## src/rtl/idex_pkg.sv

```systemverilog
// ID/EX skid-buffer shared types and constants.
// Optional operand forwarding is enabled by defining IDEX_FWD_EN.
package idex_pkg;

   localparam int XLEN_DEF = 32;
   localparam int OPW_DEF  = 4;

   localparam logic [4:0] REG_ZERO = 5'd0;

   typedef enum logic [OPW_DEF-1:0] {
      ALU_ADD  = 4'd0,
      ALU_SUB  = 4'd1,
      ALU_AND  = 4'd2,
      ALU_OR   = 4'd3,
      ALU_XOR  = 4'd4,
      ALU_SLL  = 4'd5,
      ALU_SRL  = 4'd6,
      ALU_SRA  = 4'd7,
      ALU_SLT  = 4'd8,
      ALU_SLTU = 4'd9
   } alu_op_e;

   typedef enum logic [1:0] {
      ST_EMPTY = 2'd0,
      ST_ONE   = 2'd1,
      ST_FULL  = 2'd2
   } state_e;

   typedef struct packed {
      logic [XLEN_DEF-1:0] pc;
      logic [XLEN_DEF-1:0] imm;
      logic [XLEN_DEF-1:0] a;
      logic [XLEN_DEF-1:0] b;
      logic [4:0]          rs1;
      logic [4:0]          rs2;
      logic [4:0]          rd;
      logic [OPW_DEF-1:0]  alu_op;
      logic                reg_write;
      logic                mem_read;
      logic                mem_write;
   } idex_entry_t;

endpackage

```

## src/rtl/idex_bypass.sv

```systemverilog
// Operand select for one source operand: capture plus held-entry update.
// Write-back forwarding is compiled in only when IDEX_FWD_EN is defined.
module idex_bypass
   import idex_pkg::*;
#(
   parameter int XLEN = XLEN_DEF
) (
   input  logic [4:0]      cap_rs,
   input  logic [XLEN-1:0] cap_val,
   input  logic [4:0]      main_rs,
   input  logic [XLEN-1:0] main_val,
   input  logic [4:0]      skid_rs,
   input  logic [XLEN-1:0] skid_val,
   input  logic            wb_en,
   input  logic [4:0]      wb_rd,
   input  logic [XLEN-1:0] wb_data,
   output logic [XLEN-1:0] cap_out,
   output logic [XLEN-1:0] main_out,
   output logic [XLEN-1:0] skid_out
);

`ifdef IDEX_FWD_EN
   logic wb_live;

   assign wb_live = wb_en && (wb_rd != REG_ZERO);

   // x0 reads as zero; otherwise a matching write-back wins over stale data
   always_comb begin
      cap_out  = cap_val;
      main_out = main_val;
      skid_out = skid_val;
      if (cap_rs == REG_ZERO)
         cap_out = '0;
      else if (wb_live && (wb_rd == cap_rs))
         cap_out = wb_data;
      if (wb_live && (wb_rd == main_rs))
         main_out = wb_data;
      if (wb_live && (wb_rd == skid_rs))
         skid_out = wb_data;
   end
`else
   logic unused_fwd;

   assign unused_fwd = ^{main_rs, skid_rs, wb_en, wb_rd, wb_data};

   // without forwarding only the x0 forcing remains
   always_comb begin
      cap_out  = (cap_rs == REG_ZERO) ? '0 : cap_val;
      main_out = main_val;
      skid_out = skid_val;
   end
`endif

endmodule

```

## src/rtl/idex_stage.sv

```systemverilog
// ID/EX pipeline register as a 2-entry skid buffer (main + skid).
// Define IDEX_FWD_EN to enable write-back forwarding into held operands.
module idex_stage
   import idex_pkg::*;
#(
   parameter int XLEN = XLEN_DEF,
   parameter int OPW  = OPW_DEF
) (
   input  logic            CLK,
   input  logic            RST,
   input  logic            in_valid,
   output logic            in_ready,
   input  logic [XLEN-1:0] in_pc,
   input  logic [XLEN-1:0] in_imm,
   input  logic [4:0]      rs1,
   input  logic [4:0]      rs2,
   input  logic [4:0]      rd,
   input  logic [XLEN-1:0] rs1_value,
   input  logic [XLEN-1:0] rs2_value,
   input  logic [OPW-1:0]  in_alu_op,
   input  logic            in_RegWrite,
   input  logic            in_MemRead,
   input  logic            in_MemWrite,
   input  logic            wb_RegWrite,
   input  logic [4:0]      wb_rd,
   input  logic [XLEN-1:0] wb_data,
   input  logic            flush,
   output logic            out_valid,
   input  logic            out_ready,
   output logic [XLEN-1:0] out_pc,
   output logic [XLEN-1:0] out_imm,
   output logic [XLEN-1:0] out_a,
   output logic [XLEN-1:0] out_b,
   output logic [4:0]      out_rd,
   output logic [OPW-1:0]  out_alu_op,
   output logic            out_RegWrite,
   output logic            out_MemRead,
   output logic            out_MemWrite
);

   typedef struct packed {
      logic [XLEN-1:0] pc;
      logic [XLEN-1:0] imm;
      logic [XLEN-1:0] a;
      logic [XLEN-1:0] b;
      logic [4:0]      rs1;
      logic [4:0]      rs2;
      logic [4:0]      rd;
      logic [OPW-1:0]  alu_op;
      logic            reg_write;
      logic            mem_read;
      logic            mem_write;
   } entry_t;

   state_e state;
   state_e state_n;

   entry_t main_q;
   entry_t skid_q;
   entry_t main_n;
   entry_t skid_n;
   entry_t cap_e;
   entry_t main_u;
   entry_t skid_u;

   logic [XLEN-1:0] cap_a;
   logic [XLEN-1:0] cap_b;
   logic [XLEN-1:0] main_a;
   logic [XLEN-1:0] main_b;
   logic [XLEN-1:0] skid_a;
   logic [XLEN-1:0] skid_b;

   logic take_in;
   logic take_out;

   assign in_ready  = (state != ST_FULL);
   assign out_valid = (state != ST_EMPTY);
   assign take_in   = in_valid && in_ready;
   assign take_out  = out_valid && out_ready;

   idex_bypass #(.XLEN(XLEN)) u_byp_a (
      .cap_rs   (rs1),
      .cap_val  (rs1_value),
      .main_rs  (main_q.rs1),
      .main_val (main_q.a),
      .skid_rs  (skid_q.rs1),
      .skid_val (skid_q.a),
      .wb_en    (wb_RegWrite),
      .wb_rd    (wb_rd),
      .wb_data  (wb_data),
      .cap_out  (cap_a),
      .main_out (main_a),
      .skid_out (skid_a)
   );

   idex_bypass #(.XLEN(XLEN)) u_byp_b (
      .cap_rs   (rs2),
      .cap_val  (rs2_value),
      .main_rs  (main_q.rs2),
      .main_val (main_q.b),
      .skid_rs  (skid_q.rs2),
      .skid_val (skid_q.b),
      .wb_en    (wb_RegWrite),
      .wb_rd    (wb_rd),
      .wb_data  (wb_data),
      .cap_out  (cap_b),
      .main_out (main_b),
      .skid_out (skid_b)
   );

   // incoming entry and write-back-refreshed copies of the held entries
   always_comb begin
      cap_e.pc        = in_pc;
      cap_e.imm       = in_imm;
      cap_e.a         = cap_a;
      cap_e.b         = cap_b;
      cap_e.rs1       = rs1;
      cap_e.rs2       = rs2;
      cap_e.rd        = rd;
      cap_e.alu_op    = in_alu_op;
      cap_e.reg_write = in_RegWrite;
      cap_e.mem_read  = in_MemRead;
      cap_e.mem_write = in_MemWrite;
      main_u          = main_q;
      main_u.a        = main_a;
      main_u.b        = main_b;
      skid_u          = skid_q;
      skid_u.a        = skid_a;
      skid_u.b        = skid_b;
   end

   // occupancy FSM: next state and entry moves; flush beats any transfer
   always_comb begin
      state_n = state;
      main_n  = main_u;
      skid_n  = skid_u;
      if (flush) begin
         state_n = ST_EMPTY;
      end else begin
         unique case (state)
            ST_EMPTY: begin
               if (take_in) begin
                  state_n = ST_ONE;
                  main_n  = cap_e;
               end
            end
            ST_ONE: begin
               unique case (1'b1)
                  (take_in && take_out): begin
                     main_n = cap_e;
                  end
                  (take_in && !take_out): begin
                     state_n = ST_FULL;
                     skid_n  = cap_e;
                  end
                  (!take_in && take_out): begin
                     state_n = ST_EMPTY;
                  end
                  default: begin
                  end
               endcase
            end
            ST_FULL: begin
               if (take_out) begin
                  state_n = ST_ONE;
                  main_n  = skid_u;
               end
            end
            default: begin
               state_n = ST_EMPTY;
            end
         endcase
      end
   end

   // state and payload registers, cleared immediately by reset
   always_ff @(posedge CLK or posedge RST) begin
      if (RST) begin
         state  <= ST_EMPTY;
         main_q <= '0;
         skid_q <= '0;
      end else begin
         state  <= state_n;
         main_q <= main_n;
         skid_q <= skid_n;
      end
   end

   assign out_pc       = main_q.pc;
   assign out_imm      = main_q.imm;
   assign out_a        = main_q.a;
   assign out_b        = main_q.b;
   assign out_rd       = main_q.rd;
   assign out_alu_op   = main_q.alu_op;
   assign out_RegWrite = main_q.reg_write;
   assign out_MemRead  = main_q.mem_read;
   assign out_MemWrite = main_q.mem_write;

endmodule

```

## config.mk

```make
export PLATFORM = sky130hd
export DESIGN_NAME = idex_stage
export DESIGN_NICKNAME = d
export VERILOG_FILES = /design/src/rtl/idex_pkg.sv /design/src/rtl/idex_bypass.sv /design/src/rtl/idex_stage.sv
export SDC_FILE = /design/constraint.sdc
export NUM_CORES = 1
export LEC_CHECK = 0
export ABC_AREA = 0
export CAP_MARGIN = 20
export CORE_UTILIZATION = 70
export DETAILED_ROUTE_END_ITERATION = 16
export DONT_BUFFER_PORTS = 1
export PLACE_DENSITY = 0.84
export SYNTH_ARGS = -nofsm -noshare
export SYNTH_HDL_FRONTEND = slang
export SYNTH_HIERARCHICAL = 1
export SYNTH_SLANG_ARGS = --single-unit
```

## constraint.sdc

```tcl
create_clock -name CLK -period 15.25 [get_ports CLK]
set_clock_uncertainty 0.1 [all_clocks]
set_input_delay 2.2875 -clock CLK [delete_from_list [all_inputs] [get_ports CLK]]
set_output_delay 2.2875 -clock CLK [all_outputs]
set_load 0.01 [all_outputs]
```

# Word-level counts from Yosys, hierarchy flattened
# Index checks and enable logic that the tools add are counted.
[totals]
reg_bits = 292
elab_cells = 57
out_inout_bits = 142
input_bits = 193
[classes]
bitwise = 1
n_reduce_logical = 15
n_eq_ne = 9
n_mux = 11
[ops]
columns = ["operator", "n"]
rows = [
  ["2-to-1 mux 150 bit", 3],
  ["case mux 150 bit (3 select lines)", 1],
  ["2-to-1 mux 32 bit", 2],
  ["logical NOT 5 bit", 2],
  ["inequality test 2 bit (second input constant)", 4],
  ["2-to-1 mux 2 bit", 3],
  ["inequality test 3 bit (second input constant)", 2],
  ["case mux 2 bit (3 select lines)", 1],
  ["AND reduction 3 bit", 2],
  ["logical AND 1 bit", 5],
  ["AND reduction 5 bit", 1],
  ["inequality test 4 bit (second input constant)", 1],
  ["case mux 2 bit (2 select lines)", 1],
  ["nonzero test 3 bit", 1],
  ["equality test 2 x 1 -> 1 bit (second input constant)", 1],
  ["equality test 2 bit (second input constant)", 1],
  ["logical NOT 1 bit", 2],
  ["logical NOT 2 bit", 1],
  ["nonzero test 2 bit", 1],
  ["inverter 1 bit", 1],
]

# Depth between registers and ports, before layout
[depth]
word_depth = 7
mapped_depth = 7
depth_no_buf = 5

# Hierarchy
# Netlist, hierarchy kept.
[modules_own_cells]
columns = ["mod", "area_per_inst_um2", "cells_each", "instances"]
rows = [
  ["idex_stage", 14520.2, 1308, 1],
  ["idex_bypass", 802.0, 104, 2],
]

# Worst setup path after synthesis
# No wires, ideal clock.
[synth_timing]
kind = "input to register"
startpoint = "in out_ready"
endpoint = "reg skid_q[52] in the netlist's numbering"
setup_slack_ps = 11518
n_path_buf = 3
cell_stages = 5
t_arrival_ps = 3504
required_ps = 15022
path_cell_list = "buf_2 nor4b_4 buf_2 buf_4 mux2_1"
[synth_between]
elab_chain_len = 4
[synth_lines]
columns = ["element", "line_no", "rtl"]
rows = [
  ["from (decl)", "idex_stage.sv:29", "input logic out_ready,"],
  ["logical AND 1 bit", "idex_stage.sv:79", "assign take_out = out_valid && out_ready;"],
  ["logical NOT 1 bit", "idex_stage.sv:152", "(take_in && !take_out): begin"],
  ["logical AND 1 bit", "idex_stage.sv:152", ""],
  ["AND reduction 3 bit (no source line)", "-", ""],
  ["to (signal assigned)", "idex_stage.sv:185", "skid_q <= skid_n;"],
  ["to (decl)", "idex_stage.sv:59", "entry_t skid_q;"],
]
# Every way passes these cells.
# A chain may end at the register's enable or synchronous reset.

# Final worst setup path
[layout_timing]
startpoint = "reg state[1]"
endpoint = "out in_ready"
[layout_between]
elab_chain_len = 1
[layout_lines]
columns = ["element", "line_no", "rtl"]
rows = [
  ["from (decl)", "idex_stage.sv:55", "state_e state;"],
  ["from (signal assigned)", "idex_stage.sv:183", "state <= state_n;"],
  ["inequality test 2 bit", "idex_stage.sv:76", "assign in_ready = (state != ST_FULL);"],
  ["to (decl)", "idex_stage.sv:12", "output logic in_ready,"],
]
# Every way passes these cells.

==> results.yml <==
run_status:
  status: "complete, no violations"
floorplanning:
  rows: 53
  io_pins: 335
  die_x_um: 150
  coreArea_um2: 21300
  die_h_um: 150
  die_area_um2: 22500
  start_util_pct: 72.1
clock_tree:
  cts_setup_buffers: 0
  post_cts_resize_count: 0
  clkSinkCount: 282
  cts_tree: "yes"
  insertion_delay_ns: 0.54
  htree_levels: 1
  root_buffer: "clkbuf_16"
  clkTransAtPathRegs_ns: 0.06
  clock_path_buffers: 3
  numCtsBuffers: 30
  ctsHoldBuffers: 0
placement:
  dp_hpwl_um: 18800
  portBuffers: 0
  gp_congestion: 0.790
sta:
  rsz0062_at_grt: "no"
  fmax_mhz: 214
  hold_ws_ns: 0.387
  hold_viol: 0
  setup_tns_ns: 0
  finalMaxSlewViolations: 0
  max_slew_margin_pct: 26.4
  worstMarginPinSlew_ns: 1.10
  finalCritPeriodShare_pct: 30.6
  fin_crit_ns: 4.67
  setup_violations: 0
drt:
  ant_nets: 0
  drc: 0
  drt-wirelength-per-cell_um: 24.1
  firstDrtPassIters: 5
  vias: 9871
  via_per_inst: 6.98
  drt_first_iter_violations: 610
  routed_wl_um: 34100
worst_setup_path:
  worst-path-max-fanout: 66
  cp_top_family: "buffers and inverters"
  crit_type: "reg -> out"
  worstPathCellList: "and2b_2 -> buf_4 -> inv_1"
  cp-start-kind: "flip-flop"
  setup.worst_path.end_class: "output pin"
  worstPathArrival_ns: 2.28
  cpPeakStageDelay_ns: 0.64
  critPathSlowestCell: "buf_4"
  crit_buf_inv: 2
  required_ns: 12.86
cells_and_area:
  drive_above_1_share_pct: 12.4
  utilization_pct: 67.6
  num-nets-final: 1304
  syn_to_final_growth_pct: -6.29
  final_common_cell: "dfrtp_1"
  layout_common_cells: "dfrtp_1, a21oi_1, mux2_1"
global_route:
  grt_max_degree: 142
  grt-ovfl-total: 0
  antenna_found_initial: 3
  grt_pass1_wl_um: 52700
  grt_pass1_vias: 9956
  grt_usage_pct: 29.6
flow_run:
  maxCapViolCount: 0
pwr:
  total_leakage_power_uw: 0.00569
  power_density_nw_per_um2: 154
  ir_worst_vdd_mv: 0.0979
logic_synthesis:
  synth_cells: 1456
  yosysWarnings: 6
  syn_area_um2: 15300
  syn_area_per_cell_um2: 10.5
  syn-num-nets: 1649
hold_path:
  hold_path.class: "reg -> reg"
[power breakdown]
group	total (uW)	switching (uW)	internal [uW]
Combinational	323	165	158
Clock	772	303	469
Sequential	1120	177	941
Total	2210	645	1570
[final timing paths]
kind                       cells past startpoint       start           end  slack, ns
setup / recovery                               3    state[1]      in_ready      10.58
hold / removal                                 1  skid_q[93]    skid_q[93]       0.39
setup reg to reg                               7    state[1]     out_pc[8]      12.03
hold reg to reg                                1  skid_q[93]    skid_q[93]       0.39
max in group asynchronous                      2         RST    skid_q[69]      11.79
min in group asynchronous                      1         RST  out_MemWrite       1.72
[flip-flops by register name, indices dropped and copies added, names as in the netlist]
name          cells
out_imm          32
out_a            32
out_MemWrite      1
out_MemRead       1
out_alu_op        4
state             2
skid_q          140
out_rd            5
out_b            32
out_RegWrite      1
out_pc           32
[layer usage]
| metal | vias to the layer above | wire, um | global-route usage (%) | part of all wire, % |
|---|---|---|---|---|
| met3 | 78 | 3330 | 8.02 | 9.8 |
| met5 | - | 0 | 0 | 0 |
| met2 | 497 | 16400 | 47.5 | 48 |
| met1 | 4968 | 13300 | 38.4 | 39 |
| met4 | 0 | 1060 | 11.1 | 3.1 |
| li1 | 4328 | - | - | - |
[cell type report]
class	instances	area (um2)
Sequential cell	282	7060
Fill cell	1505	6900
Multi-Input combinational cell	774	5740
Tap cell	275	344
Inverter	5	26.3
Antenna cell	4	10.0
Clock buffer	41	873
Timing Repair Buffer	18	135
Clock inverter	15	195
[per-stage QoR]
step	cells	area, um2	power, uW	worst slack (ns)
2_1_floorplan	1456	15300	1590	5.08
3_3_place_gp	1354	13300	1420	10.80
3_5_place_dp	1354	13300	1450	10.73
4_1_cts	1410	14400	2220	10.63
5_1_grt	1412	14400	2310	10.53
6_report	1414	14400	2210	10.58
(Power assumes the default switching activity.)
